$ cat config.mk
export PLATFORM = sky130hd
export DESIGN_NAME = pipelined_csel_adder
export DESIGN_NICKNAME = d
export VERILOG_FILES = /design/src/rtl/pipelined_csel_adder_pkg.sv /design/src/rtl/pipelined_csel_adder_csel_block.sv /design/src/rtl/pipelined_csel_adder.sv
export SDC_FILE = /design/constraint.sdc
export NUM_CORES = 1
export LEC_CHECK = 0
export ABC_CLOCK_PERIOD_IN_PS = 3500
export CAP_MARGIN = 5
export CORE_ASPECT_RATIO = 1.5
export CORE_MARGIN = 3
export CORE_UTILIZATION = 40
export CTS_CLUSTER_SIZE = 14
export DETAILED_ROUTE_END_ITERATION = 10
export PLACE_DENSITY = 0.58
export SLEW_MARGIN = 40
export SYNTH_ARGS = -nofsm -noshare
export SYNTH_HDL_FRONTEND = slang
export SYNTH_SLANG_ARGS = --single-unit
$ cat constraint.sdc
create_clock -name clock -period 3.5 [get_ports clock]
set_input_delay 0.7 -clock clock [delete_from_list [all_inputs] [get_ports clock]]
set_output_delay 0.7 -clock clock [all_outputs]
set_load 0.05 [all_outputs]
$ cat src/rtl/pipelined_csel_adder_pkg.sv
// Package: pcsa_pkg
// Purpose: shared sizing helpers and saturation constants for the pipelined
//          carry-select adder/subtractor.
//   pcsa_nblk    : number of BLK-bit carry-select blocks in a WIDTH-bit word
//   pcsa_nstg    : number of pipeline stages (ceil(blocks / blocks-per-stage))
//   pcsa_sat_max : most positive signed WIDTH-bit value (0x7FF..F), LSB-aligned
//   pcsa_sat_min : most negative signed WIDTH-bit value (0x800..0), LSB-aligned
package pcsa_pkg;

    localparam int unsigned PCSA_MAX_W = 256;

    function automatic int unsigned pcsa_nblk(input int unsigned width,
                                              input int unsigned blk);
        return width / blk;
    endfunction

    function automatic int unsigned pcsa_nstg(input int unsigned width,
                                              input int unsigned blk,
                                              input int unsigned blks_per_stg);
        return (pcsa_nblk(width, blk) + blks_per_stg - 1) / blks_per_stg;
    endfunction

    function automatic logic [PCSA_MAX_W-1:0] pcsa_sat_max(input int unsigned width);
        logic [PCSA_MAX_W-1:0] r;
        r = '0;
        for (int unsigned i = 0; i < PCSA_MAX_W; i++) begin
            if (i + 1 < width) r[i] = 1'b1;
        end
        return r;
    endfunction

    function automatic logic [PCSA_MAX_W-1:0] pcsa_sat_min(input int unsigned width);
        logic [PCSA_MAX_W-1:0] r;
        r = '0;
        for (int unsigned i = 0; i < PCSA_MAX_W; i++) begin
            if (i + 1 == width) r[i] = 1'b1;
        end
        return r;
    endfunction

endpackage

$ cat src/rtl/pipelined_csel_adder_csel_block.sv
// Module: csel_block
// Purpose: one BLK-bit carry-select block; computes the block sum for both
//          possible carry-ins so the real carry only has to drive a mux.
// Ports:
//   a, b   : BLK-bit operand slices
//   sum0   : a + b       (carry-in 0),  cout0 its carry-out
//   sum1   : a + b + 1   (carry-in 1),  cout1 its carry-out
module csel_block #(
    parameter int unsigned BLK = 4
) (
    input  logic [BLK-1:0] a,
    input  logic [BLK-1:0] b,
    output logic [BLK-1:0] sum0,
    output logic [BLK-1:0] sum1,
    output logic           cout0,
    output logic           cout1
);

    assign {cout0, sum0} = {1'b0, a} + {1'b0, b};
    assign {cout1, sum1} = {1'b0, a} + {1'b0, b} + (BLK+1)'(1);

endmodule

$ cat src/rtl/pipelined_csel_adder.sv
// Module: pipelined_csel_adder
// Purpose: parametrised, pipelined carry-select adder/subtractor with
//          valid/ready flow control and c/v/z status flags. Each stage
//          resolves BLKS_PER_STG carry-select blocks; latency is NSTG cycles.
// Optional feature: define PCSA_SATURATE_EN to add the `sat` input, which
//          clamps an overflowing result to the signed max/min.
// Ports:
//   clock, reset_n       : clock (rising edge), async active-low reset
//   in_valid / in_ready  : operand beat handshake
//   sub, c_in, in1, in2  : operation select, add carry-in, operands
//   sat                  : (PCSA_SATURATE_EN only) saturate on overflow
//   out_valid / out_ready: result beat handshake
//   s, c, v, z           : result, carry-out (no-borrow in sub), overflow, zero
module pipelined_csel_adder
    import pcsa_pkg::*;
#(
    parameter int unsigned WIDTH        = 32,
    parameter int unsigned BLK          = 4,
    parameter int unsigned BLKS_PER_STG = 2
) (
    input  logic             clock,
    input  logic             reset_n,
    input  logic             in_valid,
    output logic             in_ready,
    input  logic             sub,
    input  logic             c_in,
    input  logic [WIDTH-1:0] in1,
    input  logic [WIDTH-1:0] in2,
`ifdef PCSA_SATURATE_EN
    input  logic             sat,
`endif
    output logic             out_valid,
    input  logic             out_ready,
    output logic [WIDTH-1:0] s,
    output logic             c,
    output logic             v,
    output logic             z
);

    localparam int unsigned NBLK = pcsa_nblk(WIDTH, BLK);
    localparam int unsigned NSTG = pcsa_nstg(WIDTH, BLK, BLKS_PER_STG);

`ifdef PCSA_SATURATE_EN
    localparam logic [WIDTH-1:0] SAT_MAX = WIDTH'(pcsa_sat_max(WIDTH));
    localparam logic [WIDTH-1:0] SAT_MIN = WIDTH'(pcsa_sat_min(WIDTH));
`endif

    // Stage registers: operands travel with the beat; r_q holds low bits resolved so far
    logic [WIDTH-1:0] a_q  [NSTG];
    logic [WIDTH-1:0] b_q  [NSTG];
    logic [WIDTH-1:0] r_q  [NSTG];
    logic             cy_q [NSTG];
    logic             vld_q[NSTG];
    logic             v_q;
    logic             z_q;

    // Inputs seen by each stage (stage 0 from the ports, others from the previous register)
    logic [WIDTH-1:0] a_in [NSTG];
    logic [WIDTH-1:0] b_in [NSTG];
    logic [WIDTH-1:0] r_in [NSTG];
    logic             cy_in[NSTG];

    logic [WIDTH-1:0] r_nxt [NSTG];
    logic             cy_nxt[NSTG];
    logic [WIDTH-1:0] s_fin;
    logic             v_nxt;
    logic             z_nxt;
    logic             a_top;
    logic             b_top;
    logic             carry;
    logic [WIDTH-1:0] res;
    logic             adv;

    logic [BLK-1:0]   sum0 [NBLK];
    logic [BLK-1:0]   sum1 [NBLK];
    logic             co0  [NBLK];
    logic             co1  [NBLK];

`ifdef PCSA_SATURATE_EN
    logic             sat_q [NSTG];
    logic             sat_in[NSTG];
`endif

    // Global stall: the whole pipe advances only when the output slot frees up
    assign adv       = out_ready || !vld_q[NSTG-1];
    assign in_ready  = adv;
    assign out_valid = vld_q[NSTG-1];
    assign s         = r_q[NSTG-1];
    assign c         = cy_q[NSTG-1];
    assign v         = v_q;
    assign z         = z_q;

    // Operand preparation and stage-input selection
    always_comb begin
        a_in[0]  = in1;
        b_in[0]  = sub ? ~in2 : in2;
        r_in[0]  = '0;
        cy_in[0] = sub ? 1'b1 : c_in;
        for (int unsigned k = 1; k < NSTG; k++) begin
            a_in[k]  = a_q[k-1];
            b_in[k]  = b_q[k-1];
            r_in[k]  = r_q[k-1];
            cy_in[k] = cy_q[k-1];
        end
    end

`ifdef PCSA_SATURATE_EN
    always_comb begin
        sat_in[0] = sat;
        for (int unsigned k = 1; k < NSTG; k++) begin
            sat_in[k] = sat_q[k-1];
        end
    end
`endif

    // Block sums: block 0 ripples with the real carry-in, the rest precompute both carries
    for (genvar j = 0; j < int'(NBLK); j++) begin : g_blk
        localparam int unsigned ST = int'(j) / BLKS_PER_STG;
        if (j == 0) begin : g_ripple
            assign {co0[j], sum0[j]} = {1'b0, a_in[0][BLK-1:0]} + {1'b0, b_in[0][BLK-1:0]}
                                     + (BLK+1)'(cy_in[0]);
            assign sum1[j] = sum0[j];
            assign co1[j]  = co0[j];
        end else begin : g_csel
            csel_block #(
                .BLK(BLK)
            ) u_blk (
                .a    (a_in[ST][j*BLK +: BLK]),
                .b    (b_in[ST][j*BLK +: BLK]),
                .sum0 (sum0[j]),
                .sum1 (sum1[j]),
                .cout0(co0[j]),
                .cout1(co1[j])
            );
        end
    end

    // Carry-select resolution: each stage muxes its own blocks with the rippling select carry
    always_comb begin
        carry = 1'b0;
        res   = '0;
        for (int unsigned k = 0; k < NSTG; k++) begin
            carry = cy_in[k];
            res   = r_in[k];
            for (int unsigned j = 0; j < NBLK; j++) begin
                if (j / BLKS_PER_STG == k) begin
                    res[j*BLK +: BLK] = carry ? sum1[j] : sum0[j];
                    carry             = carry ? co1[j]  : co0[j];
                end
            end
            r_nxt[k]  = res;
            cy_nxt[k] = carry;
        end
    end

    // Final-stage flags (and optional clamp) computed from the fully resolved sum
    always_comb begin
        a_top = a_in[NSTG-1][WIDTH-1];
        b_top = b_in[NSTG-1][WIDTH-1];
        s_fin = r_nxt[NSTG-1];
        v_nxt = (a_top == b_top) && (s_fin[WIDTH-1] != a_top);
`ifdef PCSA_SATURATE_EN
        if (sat_in[NSTG-1] && v_nxt) begin
            s_fin = a_top ? SAT_MIN : SAT_MAX;
        end
`endif
        z_nxt = ~|s_fin;
    end

    // Stage register bank: everything loads together on adv, holds otherwise
    always_ff @(posedge clock or negedge reset_n) begin
        if (!reset_n) begin
            for (int unsigned k = 0; k < NSTG; k++) begin
                vld_q[k] <= 1'b0;
                a_q[k]   <= '0;
                b_q[k]   <= '0;
                r_q[k]   <= '0;
                cy_q[k]  <= 1'b0;
            end
            v_q <= 1'b0;
            z_q <= 1'b0;
        end else if (adv) begin
            vld_q[0] <= in_valid;
            for (int unsigned k = 1; k < NSTG; k++) begin
                vld_q[k] <= vld_q[k-1];
            end
            for (int unsigned k = 0; k < NSTG; k++) begin
                a_q[k]  <= a_in[k];
                b_q[k]  <= b_in[k];
                cy_q[k] <= cy_nxt[k];
                r_q[k]  <= (k == NSTG - 1) ? s_fin : r_nxt[k];
            end
            v_q <= v_nxt;
            z_q <= z_nxt;
        end
    end

`ifdef PCSA_SATURATE_EN
    always_ff @(posedge clock or negedge reset_n) begin
        if (!reset_n) begin
            for (int unsigned k = 0; k < NSTG; k++) sat_q[k] <= 1'b0;
        end else if (adv) begin
            for (int unsigned k = 0; k < NSTG; k++) sat_q[k] <= sat_in[k];
        end
    end
`endif

endmodule

* Word level (Yosys, flattened, before mapping)
Cells that the tools add are included.
Storage, ports and cells: register bits after elaboration 282
Operators by class: add/subtract/negate cells 16, eq/ne operators 2, mux-type cells 16, bitwise operators 1, reduce and logical (&&, ||, !) cells 5
Operators with widths (count):
- $add A4 B4 Y5 | 8
- $add A5 B1 Y5 const B | 7
- $mux W32 | 1
- $not A32 Y32 | 1
- $reduce_or A32 Y1 | 1
- $mux W4 | 7
- $mux W1 | 8
- $add A5 B1 Y5 | 1
- $logic_not A1 Y1 | 2
- $eq A1 B1 Y1 | 1
- $logic_and A1 B1 Y1 | 1
- $logic_or A1 B1 Y1 | 1
- $ne A1 B1 Y1 | 1

* Logic depth before layout (Yosys ltp)
Gate-level depths: netlist of the first run.
word-level depth 6, depth in mapped cells 11, mapped depth without buffers 9

* By module
A second synthesis of the first run with hierarchy kept.
Unflattened totals: cell total of the unflattened synthesis 972, area, all modules 9066.2 µm²
By module, submodules not included:
- pipelined_csel_adder | instances 1, cells an instance 832, area an instance 7699.9 µm², seq. area each 4654.5 µm²
- csel_block | instances 7, cells an instance 20, area an instance 195.2 µm², seq. area each 0.0 µm²

* Worst setup path before layout of the first run
No wires, ideal clock.
path type input port to flip-flop, from in sub, to reg cy_q (netlist bit cy_in[2]), setup time 0.164 ns, arrival time 3.021 ns, data required time 3.336 ns, setup slack 0.315 ns, stages on the path 11, buffers on the path 2, path through clkbuf_1 clkbuf_1 xnor2_1 fa_1 fa_1 nor2b_1 o21ai_0 nand2b_1 nand4_1 xnor2_1 a21oi_1
On the way: cells in the longest elaborated chain, start to end 4
Ends and longest elaborated chain:
- from (decl) | line pipelined_csel_adder.sv:25 | input logic sub,
- $mux W32 | line pipelined_csel_adder.sv:96 | b_in[0] = sub ? ~in2 : in2;
- $add A4 B4 Y5 (on tied branches) | line pipelined_csel_adder_csel_block.sv:19, pipelined_csel_adder_csel_block.sv:20, pipelined_csel_adder.sv:120
- $add A5 B1 Y5 (on tied branches) | line pipelined_csel_adder_csel_block.sv:20, pipelined_csel_adder.sv:121
- $mux W1 (*) | line pipelined_csel_adder.sv:148 | carry = carry ? co1[j] : co0[j];
- to (signal, indexed assignment) | line pipelined_csel_adder.sv:190 | cy_q[k] <= cy_nxt[k];
- to (decl) | line pipelined_csel_adder.sv:52 | logic cy_q [NSTG];
Mark *: on every way between the ends. The rest lies on a longest branch, timed or not. A chain may end at the register's enable or synchronous reset.

* Final worst setup path of the first run
from reg a_q (netlist bit a_in[24]), to reg z_q (netlist: z)
On the way: cells in the longest elaborated chain, start to end 6
Ends and longest elaborated chain:
- from (decl) | line pipelined_csel_adder.sv:49 | logic [WIDTH-1:0] a_q [NSTG];
- from (signal, indexed assignment) | line pipelined_csel_adder.sv:188 | a_q[k] <= a_in[k];
- $add A4 B4 Y5 (*) | line pipelined_csel_adder_csel_block.sv:19, pipelined_csel_adder_csel_block.sv:20
- $add A5 B1 Y5 | line pipelined_csel_adder_csel_block.sv:20 | assign {cout1, sum1} = {1'b0, a} + {1'b0, b} + (BLK+1)'(1);
- $mux W1 | line pipelined_csel_adder.sv:148
- $mux W4 | line pipelined_csel_adder.sv:147 | res[j*BLK +: BLK] = carry ? sum1[j] : sum0[j];
- $reduce_or A32 Y1 (*) | line pipelined_csel_adder.sv:167 | z_nxt = ~|s_fin;
- $logic_not A1 Y1 (*) | line pipelined_csel_adder.sv:167
- to (signal assigned) | line pipelined_csel_adder.sv:194 | z_q <= z_nxt;
- to (decl) | line pipelined_csel_adder.sv:55 | logic z_q;
Marks and branches as above.

==> impl_metrics.toml, run 1 <==
[timing]
layout_min_cycle_time_ns = 2.73
finalSetupViolations = 0
slew_violations = 0
skew_ns = 0.00761
fin_crit_sh = 0.780
hold_viol = 0
worst_slew_pin_slew_ns = 0.789
fmax_mhz = 366
rsz0062_at_grt = "no"
relSlewSlack = 0.474
finalSetupTns_ns = 0

[route]
vias = 6474
antenna_left = 0
drt_first_iter_violations = 314
drc = 0
wl_um = 18200
wl_per_cell_um = 13.5
viasPerCell = 4.80
drt_pre_antenna_iters = 4

[clock_tree]
hold_buffers = 0
h-tree-depth = 4
numCtsBuffers = 17
post_cts_buffers = 0
root_buffer = "clkbuf_16"
insertion_delay_ns = 0.42
clk_pin_slew_ns = 0.07
clock_sinks = 186
post_cts_resize_count = 0
cts_tree = "yes"
cts_buffer_depth = 2

[worst_setup_path]
crit_path_start_kind = "register"
required_ns = 3.81
crit-reg2reg-capture = "z$_DFFE_PN0P_"
worstReg2RegStart = "a_in[24]$_DFFE_PN0P_"
cp-endpoint = "z$_DFFE_PN0P_"
arrival_ns = 3.04
r2r_slack_ns = 0.77
end_kind = "register"
crit_fanout = 5
worstSetupPathType = "reg2reg"
ff2ff_path_depth = 7
crit_path_start = "a_in[24]$_DFFE_PN0P_"

[cells_and_area]
fillers = 2118
layout.nets = 1182
area_growth_pct = 21.9
seqCellArea_sq_um = 4650
final_core_util = 0.498
multi_input_area_sq_um = 4020
antennaDiodeCount = 0
drive_gt1_frac = 0.0427

[pwr]
power_density_nw_per_um2 = 979
leakage_nw = 5.21
irDropWorstVdd_v = 0.000379

[floorplan]
die_y_um = 188
dieWidth_um = 128
rows = 66
io_pins = 107
coreArea_sq_um = 21700
die_area_sq_um = 24100
start_util = 0.409

[place]
dpl.hpwl_um = 12700
place.gp.congestion = 0.782
io_buffer_count = 106

[logic_synthesis]
ys_seq_area_frac = 0.524
async_flop_share = 1.00
syn_area_sq_um = 8880
synth_ff_type = "dfrtp_1"
synth_edf_count = 0
synth_seq_cells = 186
avgSynthCellArea_sq_um = 9.07
ys_types = 36
yosys_warnings = 0
netlist_instances = 979
syn_nets = 1096

[status]
status = "finished, final reports clean"

[grt]
grt_usage = 0.160
grt_pass1_wl_um = 31400
antenna_found_initial = 0
grt_max_degree = 181
grt_pass1_vias = 6449
gr-total-overflow = 0

[job]
maxCapViolations = 0

[hold_path]
hold_path_class = "in2async"
==> worst max-delay path: stages (launching register included) <==
cell     delay [ns]
dfrtp_1        0.38
ha_1           0.23
fa_1           0.40
xnor2_1        0.51
nor4_4         0.12
xnor2_1        0.40
mux2_4         0.34
a41o_1         0.23
==> layer usage <==
layer	routed length, um	track usage	share of wire
met1	8540	0.210	0.47
met2	8980	0.273	0.49
met3	400	0.0269	0.022
met4	239	0.0429	0.013
met5	0	0	0
==> power breakdown <==
part	total, mW	internal, mW	leakage [nW]	switching [mW]
logic	4.91	1.96	2.69	2.95
registers	3.73	3.11	2.24	0.621
clock network	1.96	1.13	0.277	0.825
total	10.6	6.20	5.21	4.40
==> stage by stage <==
step	cells	area, sq um	worst slack (ns)	total power [mW]	hold slack, ns
final	1349	10800	0.770	10.6	0.267
after global routing	1349	10800	0.583	11.5	0.295
after CTS	1349	10800	0.767	10.8	0.281
after detailed placement	1318	10200	0.379	8.76	0.454
after global placement	1318	10200	0.421	8.63	0.441
after floorplan	979	8880	0.315	7.35	0.404
==> Yosys cell counts, types with 7 or more instances <==
cell      instances  share of area
nand2_1         416           0.18
dfrtp_1         186           0.52
xnor2_1          44          0.043
o21ai_0          42          0.024
clkbuf_1         41          0.017
ha_1             38          0.054
nor2_1           33          0.014
a21oi_1          29          0.016
a21o_1           20          0.017
xor2_1           19          0.019
nand3_1          13         0.0073
inv_1            10         0.0042
nand4_1          10         0.0070
a31oi_1           9         0.0063
fa_1              9          0.020
buf_1             7         0.0030
==> flip-flops by register name, summed over array words and instances (netlist names) <==
| register | flops |
|---|---|
| z | 1 |
| cy_in | 3 |
| s | 32 |
| b_in | 48 |
| c | 1 |
| vld_q | 3 |
| v | 1 |
| out_valid | 1 |
| a_in | 48 |
| r_in | 48 |
==> worst min path at each step <==
stage | end | slack (ns) | start
after floorplan | a_in[24]$_DFFE_PN0P_ | 0.40 | reset_n
after global placement | vld_q[1]$_DFFE_PN0P_ | 0.44 | vld_q[1]$_DFFE_PN0P_
after detailed placement | b_in[56]$_DFFE_PN0P_ | 0.45 | b_in[88]$_DFFE_PN0P_
after CTS | s[19]$_DFFE_PN0P_ | 0.28 | reset_n
after global routing | s[19]$_DFFE_PN0P_ | 0.30 | reset_n
final | s[19]$_DFFE_PN0P_ | 0.27 | reset_n
==> cells in the final DEF (no fill, tap or decap), types with 3 or more instances in the layout <==
cell type,n
clkbuf_16,17
nor4b_1,3
nand3_1,13
inv_6,3
o21ai_0,42
inv_1,9
or3_1,6
a21oi_1,29
buf_4,6
dfrtp_1,186
nor4_1,6
o31ai_1,4
nor2_1,33
nor3_1,4
nand2_1,416
fa_1,9
bufinv_16,3
nand4_1,10
mux2i_1,6
a31oi_1,9
clkinvlp_4,4
and4_1,3
clkdlybuf4s50_1,103
a21o_1,20
xor2_1,19
xnor2_1,44
o21ai_1,4
buf_12,4
ha_1,38
==> cell families after synthesis <==
group                    Yosys count  share of synthesized area
adder cells (fa/ha/maj)           47                     0.0738
AND/OR/NAND/NOR                  502                      0.229
AO/OA/AOI/OAI                    115                     0.0754
buffers and inverters             58                     0.0245
flip-flops                       186                      0.524
multiplexers                       7                    0.00845
XOR/XNOR                          64                     0.0648
==> cell type report <==
type | instances | share of cell area
clock buffers | 19 | 0.0400
flip-flops and latches | 186 | 0.430
multi-input cells | 735 | 0.371
clock inverters | 12 | 0.0151
well taps | 272 | 0.0314
inverters | 10 | 0.00370
repair buffers | 115 | 0.109
Note: power is estimated with default switching activity, not from simulation.
==> inputs of run 2 (changes only) <==
--- a/config.mk
+++ b/config.mk
@@ -5,7 +5,7 @@
 export SDC_FILE = /design/constraint.sdc
 export NUM_CORES = 1
 export LEC_CHECK = 0
-export ABC_CLOCK_PERIOD_IN_PS = 3500
+export ABC_CLOCK_PERIOD_IN_PS = 2700
 export CAP_MARGIN = 5
 export CORE_ASPECT_RATIO = 1.5
 export CORE_MARGIN = 3
==> constraint.sdc (replaced) <==
create_clock -name clock -period 2.7 [get_ports clock]
set_input_delay 0.54 -clock clock [delete_from_list [all_inputs] [get_ports clock]]
set_output_delay 0.54 -clock clock [all_outputs]
set_load 0.05 [all_outputs]
==> run 2 against run 1 <==
Compared with the run above: largest power group unchanged; first-iteration DRC count grew 8.0%; register-to-register slack lost 0.69 ns; non-clock buffer count grew 14.
==> impl_metrics.toml, run 2 (synthesis results as in run 1) <==
[floorplan]
io_pins = 107
start_util = 0.409
coreArea_sq_um = 21700
die_y_um = 188
dieWidth_um = 128
rows = 66
die_area_sq_um = 24100

[route]
drt_first_iter_violations = 339
drc = 0
viasPerCell = 4.73
top_layer = "met4"
drt-met1-wl_um = 8400
wl_met3_um = 461
antenna_left = 0
wl_per_cell_um = 13.1
drt_pre_antenna_iters = 4
dr_wl_met2_um = 8800
vias = 6450
wl_um = 17900

[timing]
fmax_mhz = 382
layout_min_cycle_time_ns = 2.62
fin_crit_sh = 0.970
relSlewSlack = 0.628
skew_ns = 0.00805
worst_slew_pin_slew_ns = 0.556
finalSetupViolations = 0
hold_ws_ns = 0.0655
slew_violations = 0
hold_viol = 0
finalSetupTns_ns = 0

[cells_and_area]
area_growth_pct = 23.9
most-common-layout-cells = "nand2_1 (415), dfrtp_1 (186), clkdlybuf4s50_1 (103)"
final_cells = 1363
final_core_util = 0.506
drive_gt1_frac = 0.0632
design_area_sq_um = 11000
antennaDiodeCount = 0
final_common_cell = "nand2_1"
layout.nets = 1196

[worst_setup_path]
crit_fanout = 3
crit_path_start = "a_in[24]$_DFFE_PN0P_"
worstReg2RegStart = "a_in[24]$_DFFE_PN0P_"
arrival_ns = 2.93
required_ns = 3.01
crit_path_start_kind = "register"
crit-reg2reg-capture = "z$_DFFE_PN0P_"
worstSetupPathType = "reg2reg"
ff2ff_path_depth = 9
cp-endpoint = "z$_DFFE_PN0P_"
end_kind = "register"
r2r_slack_ns = 0.08

[place]
dpl.hpwl_um = 12600
place.gp.congestion = 0.798
io_buffer_count = 106
place_inst = 1328
place_area_sq_um = 10300

[pwr]
leakage_nw = 5.30
irDropWorstVdd_v = 0.000633
power_density_nw_per_um2 = 1260

[clock_tree]
clock_sinks = 186
insertion_delay_ns = 0.43
root_buffer = "clkbuf_16"
clk_pin_slew_ns = 0.07
cts_tree = "yes"
cts_buffer_depth = 2
h-tree-depth = 4
hold_buffers = 0
numCtsBuffers = 17

[job]
maxCapViolations = 0

[grt]
grt_pass1_vias = 6312
grt_max_degree = 98
grt_pass1_wl_um = 30700
gr-total-overflow = 0
grt_usage = 0.158
antenna_found_initial = 0

[hold_path]
hold_path_class = "in2async"

[status]
status = "finished, final reports clean"
[run 2: cell count changes in the layout (fill, tap and decap cells not counted), sizes merged]
cell / before / now
buf: 11 / 25
clkinv: 2 / 5
bufinv: 3 / 1
clkbuf: 20 / 19
[run 2: layout make-up]
type	count	area (sq um)
fill	2098	10700
sequential	186	4650
multi-input combinational	735	4090
timing repair buffer	129	1320
clock buffer	18	429
tap	272	340
clock inverter	13	123
inverter	10	40.0
[run 2: how the worst min path moves through the flow]
stage | startpoint | end | slack, ns | cells after the start
2_1_floorplan | reset_n | a_in[24]$_DFFE_PN0P_ | 0.24 | 0
3_3_place_gp | vld_q[1]$_DFFE_PN0P_ | vld_q[1]$_DFFE_PN0P_ | 0.45 | 2
3_5_place_dp | a_in[93]$_DFFE_PN0P_ | a_in[93]$_DFFE_PN0P_ | 0.45 | 2
4_1_cts | reset_n | s[16]$_DFFE_PN0P_ | 0.08 | 1
5_1_grt | reset_n | s[19]$_DFFE_PN0P_ | 0.08 | 1
6_report | reset_n | s[19]$_DFFE_PN0P_ | 0.07 | 1
[run 2: critical path, stage by stage (launching register included)]
cell and delay (ns):
dfrtp_1 0.42, ha_4 0.19, fa_2 0.61, ha_4 0.16, nand2_4 0.06, nor4_4 0.23
buf_6 0.18, xnor2_4 0.12, mux2_4 0.31, a41o_1 0.23
[run 2: report_power, final]
part	leakage, nW	total [mW]	internal [mW]	switching (mW)
combinational	2.80	6.68	2.81	3.88
sequential	2.24	4.84	4.03	0.805
clock	0.259	2.36	1.27	1.09
total	5.30	13.9	8.11	5.77
[run 2: timing repair]
item / CTS / global route
endpoints found under the setup margin: 0 / 4
setup buffers: 0 / 4
resized for setup: 0 / 14
[run 2: per-layer routing]
layer | GRT usage | up-vias
li1 | - | 3374
met1 | 0.210 | 2969
met2 | 0.262 | 91
met3 | 0.0326 | 16
met4 | 0.0453 | 0
met5 | 0 | -
[run 2: metrics by stage]
step / worst slack (ns) / power, mW
after CTS: 0.0228 / 13.9
after floorplan: 0.0389 / 9.53
final: 0.0816 / 13.9
after global routing: -0.00742 / 15.1
after detailed placement: -0.206 / 11.4
after global placement: -0.167 / 11.3
==> inputs of run 3 (changes only) <==
--- a/config.mk
+++ b/config.mk
@@ -9,10 +9,10 @@
 export CAP_MARGIN = 5
 export CORE_ASPECT_RATIO = 1.5
 export CORE_MARGIN = 3
-export CORE_UTILIZATION = 40
+export CORE_UTILIZATION = 52
 export CTS_CLUSTER_SIZE = 14
 export DETAILED_ROUTE_END_ITERATION = 10
-export PLACE_DENSITY = 0.58
+export PLACE_DENSITY = 0.73
 export SLEW_MARGIN = 40
 export SYNTH_ARGS = -nofsm -noshare
 export SYNTH_HDL_FRONTEND = slang
==> run 3 against run 2 <==
Compared with the run above: fmax shrank 2.6%; critical endpoint unchanged; register-to-register slack got worse by 0.07 ns; critical path depth stayed put; worst hold slack improved by 0.085 ns; combinational power is 0.9% higher; flip-flop and latch count is the same; clock skew up 0.0023 ns; utilization rose by 15 points; design area decreased by 0.97%; clock-buffer cell count decreased by 1.
==> impl_metrics.toml, run 3 (synthesis results as in run 1) <==
[pwr]
pwr-share-comb = 0.480
p_int_mw = 8.09
irDropWorstVdd_v = 0.00109
swShare = 0.424
finalPower_mw = 14.0
power_density_nw_per_um2 = 1290
power.share.sequential = 0.345
leakage_nw = 5.31
clockPowerShare = 0.175
power_switching_mw = 5.95

[clock_tree]
cts_tree = "yes"
clk_pin_slew_ns = 0.07
root_buffer = "clkbuf_16"
hold_buffers = 0
numCtsBuffers = 17
clock_sinks = 186
insertion_delay_ns = 0.43
cts_buffer_depth = 2
h-tree-depth = 4

[timing]
skew_ns = 0.0103
hold_ws_ns = 0.151
fmax_mhz = 372
rsz0062_at_grt = "yes"
finalSetupViolations = 0
layout_min_cycle_time_ns = 2.69
worst_slew_pin_slew_ns = 0.681
fin_crit_sh = 0.996
relSlewSlack = 0.546
hold_viol = 0
slew_violations = 0

[floorplan]
dieWidth_um = 113
die_area_sq_um = 18700
rows = 57
coreArea_sq_um = 16500
io_pins = 107
die_y_um = 166
start_util = 0.539

[cells_and_area]
final_common_cell = "nand2_1"
most-common-layout-cells = "nand2_1 (415), dfrtp_1 (186), clkdlybuf4s50_1 (103)"
design_area_sq_um = 10900
layout.nets = 1198
final_core_util = 0.661
area_growth_pct = 22.7
drive_gt1_frac = 0.0658
antennaDiodeCount = 0

[hold_path]
hold_path_class = "in2async"

[grt]
grt_pass1_vias = 6418
grt_usage = 0.201
antenna_found_initial = 0
grt_max_degree = 99
gr-total-overflow = 0
grt_pass1_wl_um = 31000

[route]
drt_first_iter_violations = 260
viasPerCell = 5.09
antenna_left = 0
drt_pre_antenna_iters = 4
wl_per_cell_um = 14.1
wl_um = 18300
drc = 0
vias = 6615

[status]
status = "finished, final reports clean"

[worst_setup_path]
worstSetupPathType = "reg2reg"
crit_fanout = 3
end_kind = "register"
ff2ff_path_depth = 9
required_ns = 3.06
crit_path_start_kind = "register"
arrival_ns = 3.05

[place]
place.gp.congestion = 0.775
dpl.hpwl_um = 12800
io_buffer_count = 106
place_area_sq_um = 10200

[job]
maxCapViolations = 0
run 3: cell types whose count changed in the layout (fill, tap and decap cells not counted), moves of 2 or more:
cell,change
inv_6,+2
clkinvlp_4,-2
inv_8,+3
buf_12,-3
buf_4,+6
run 3: area by class of cell:
type / instances / area, sq um
sequential: 186 / 4650
inverter: 10 / 40.0
clock inverter: 15 / 154
fill: 1352 / 5580
tap: 206 / 258
clock buffer: 17 / 425
multi-input combinational: 735 / 4070
timing repair buffer: 131 / 1290
run 3: metrics by stage:
stage                     std cells  TNS, ns  setup WS [ns]
after floorplan                 979        0         0.0389
after global placement         1265   -0.395        -0.0973
after detailed placement       1265   -0.595         -0.165
after CTS                      1297        0        0.00417
after global routing           1300   -0.150        -0.0485
final                          1300        0         0.0118
run 3: worst max-delay path, stage by stage, from the launching register on:
cell     delay (ns)
dfrtp_1        0.39
ha_2           0.21
fa_2           0.61
ha_4           0.16
nand2_4        0.06
nor4_4         0.26
buf_4          0.20
mux2i_4        0.27
xor2_1         0.27
a41o_1         0.20
run 3: per-layer routing:
| layer | vias up | track usage | part of all wire |
|---|---|---|---|
| li1 | 3377 | - | - |
| met1 | 3101 | 0.270 | 0.44 |
| met2 | 113 | 0.335 | 0.51 |
| met3 | 24 | 0.0314 | 0.030 |
| met4 | 0 | 0.0628 | 0.018 |
| met5 | - | 0 | 0 |
run 3: worst paths after layout:
check	from	slack, ns	end
worst max-delay path	b_in[24]$_DFFE_PN0P_	0.01	z$_DFFE_PN0P_
worst min-delay path	reset_n	0.15	b_in[83]$_DFFE_PN0P_
worst max register to register	b_in[24]$_DFFE_PN0P_	0.01	z$_DFFE_PN0P_
worst min register to register	s[3]$_DFFE_PN0P_	0.46	s[3]$_DFFE_PN0P_
max in group asynchronous	reset_n	1.84	b_in[59]$_DFFE_PN0P_
min in group clock	s[3]$_DFFE_PN0P_	0.46	s[3]$_DFFE_PN0P_
run 3: power by group through the flow:
stage	sequential, mW	clock [mW]	combinational, mW
floorplan	5.55	0	3.99
global placement	4.85	0	6.36
detailed placement	4.90	0	6.54
CTS	4.85	2.51	6.61
global route	5.02	2.62	7.51
finish	4.84	2.46	6.74
run 3: repair_timing:
action	CTS	global route
pin swaps	0	3
setup buffers	0	3
resized for setup	1	9
setup endpoints to repair	1	7
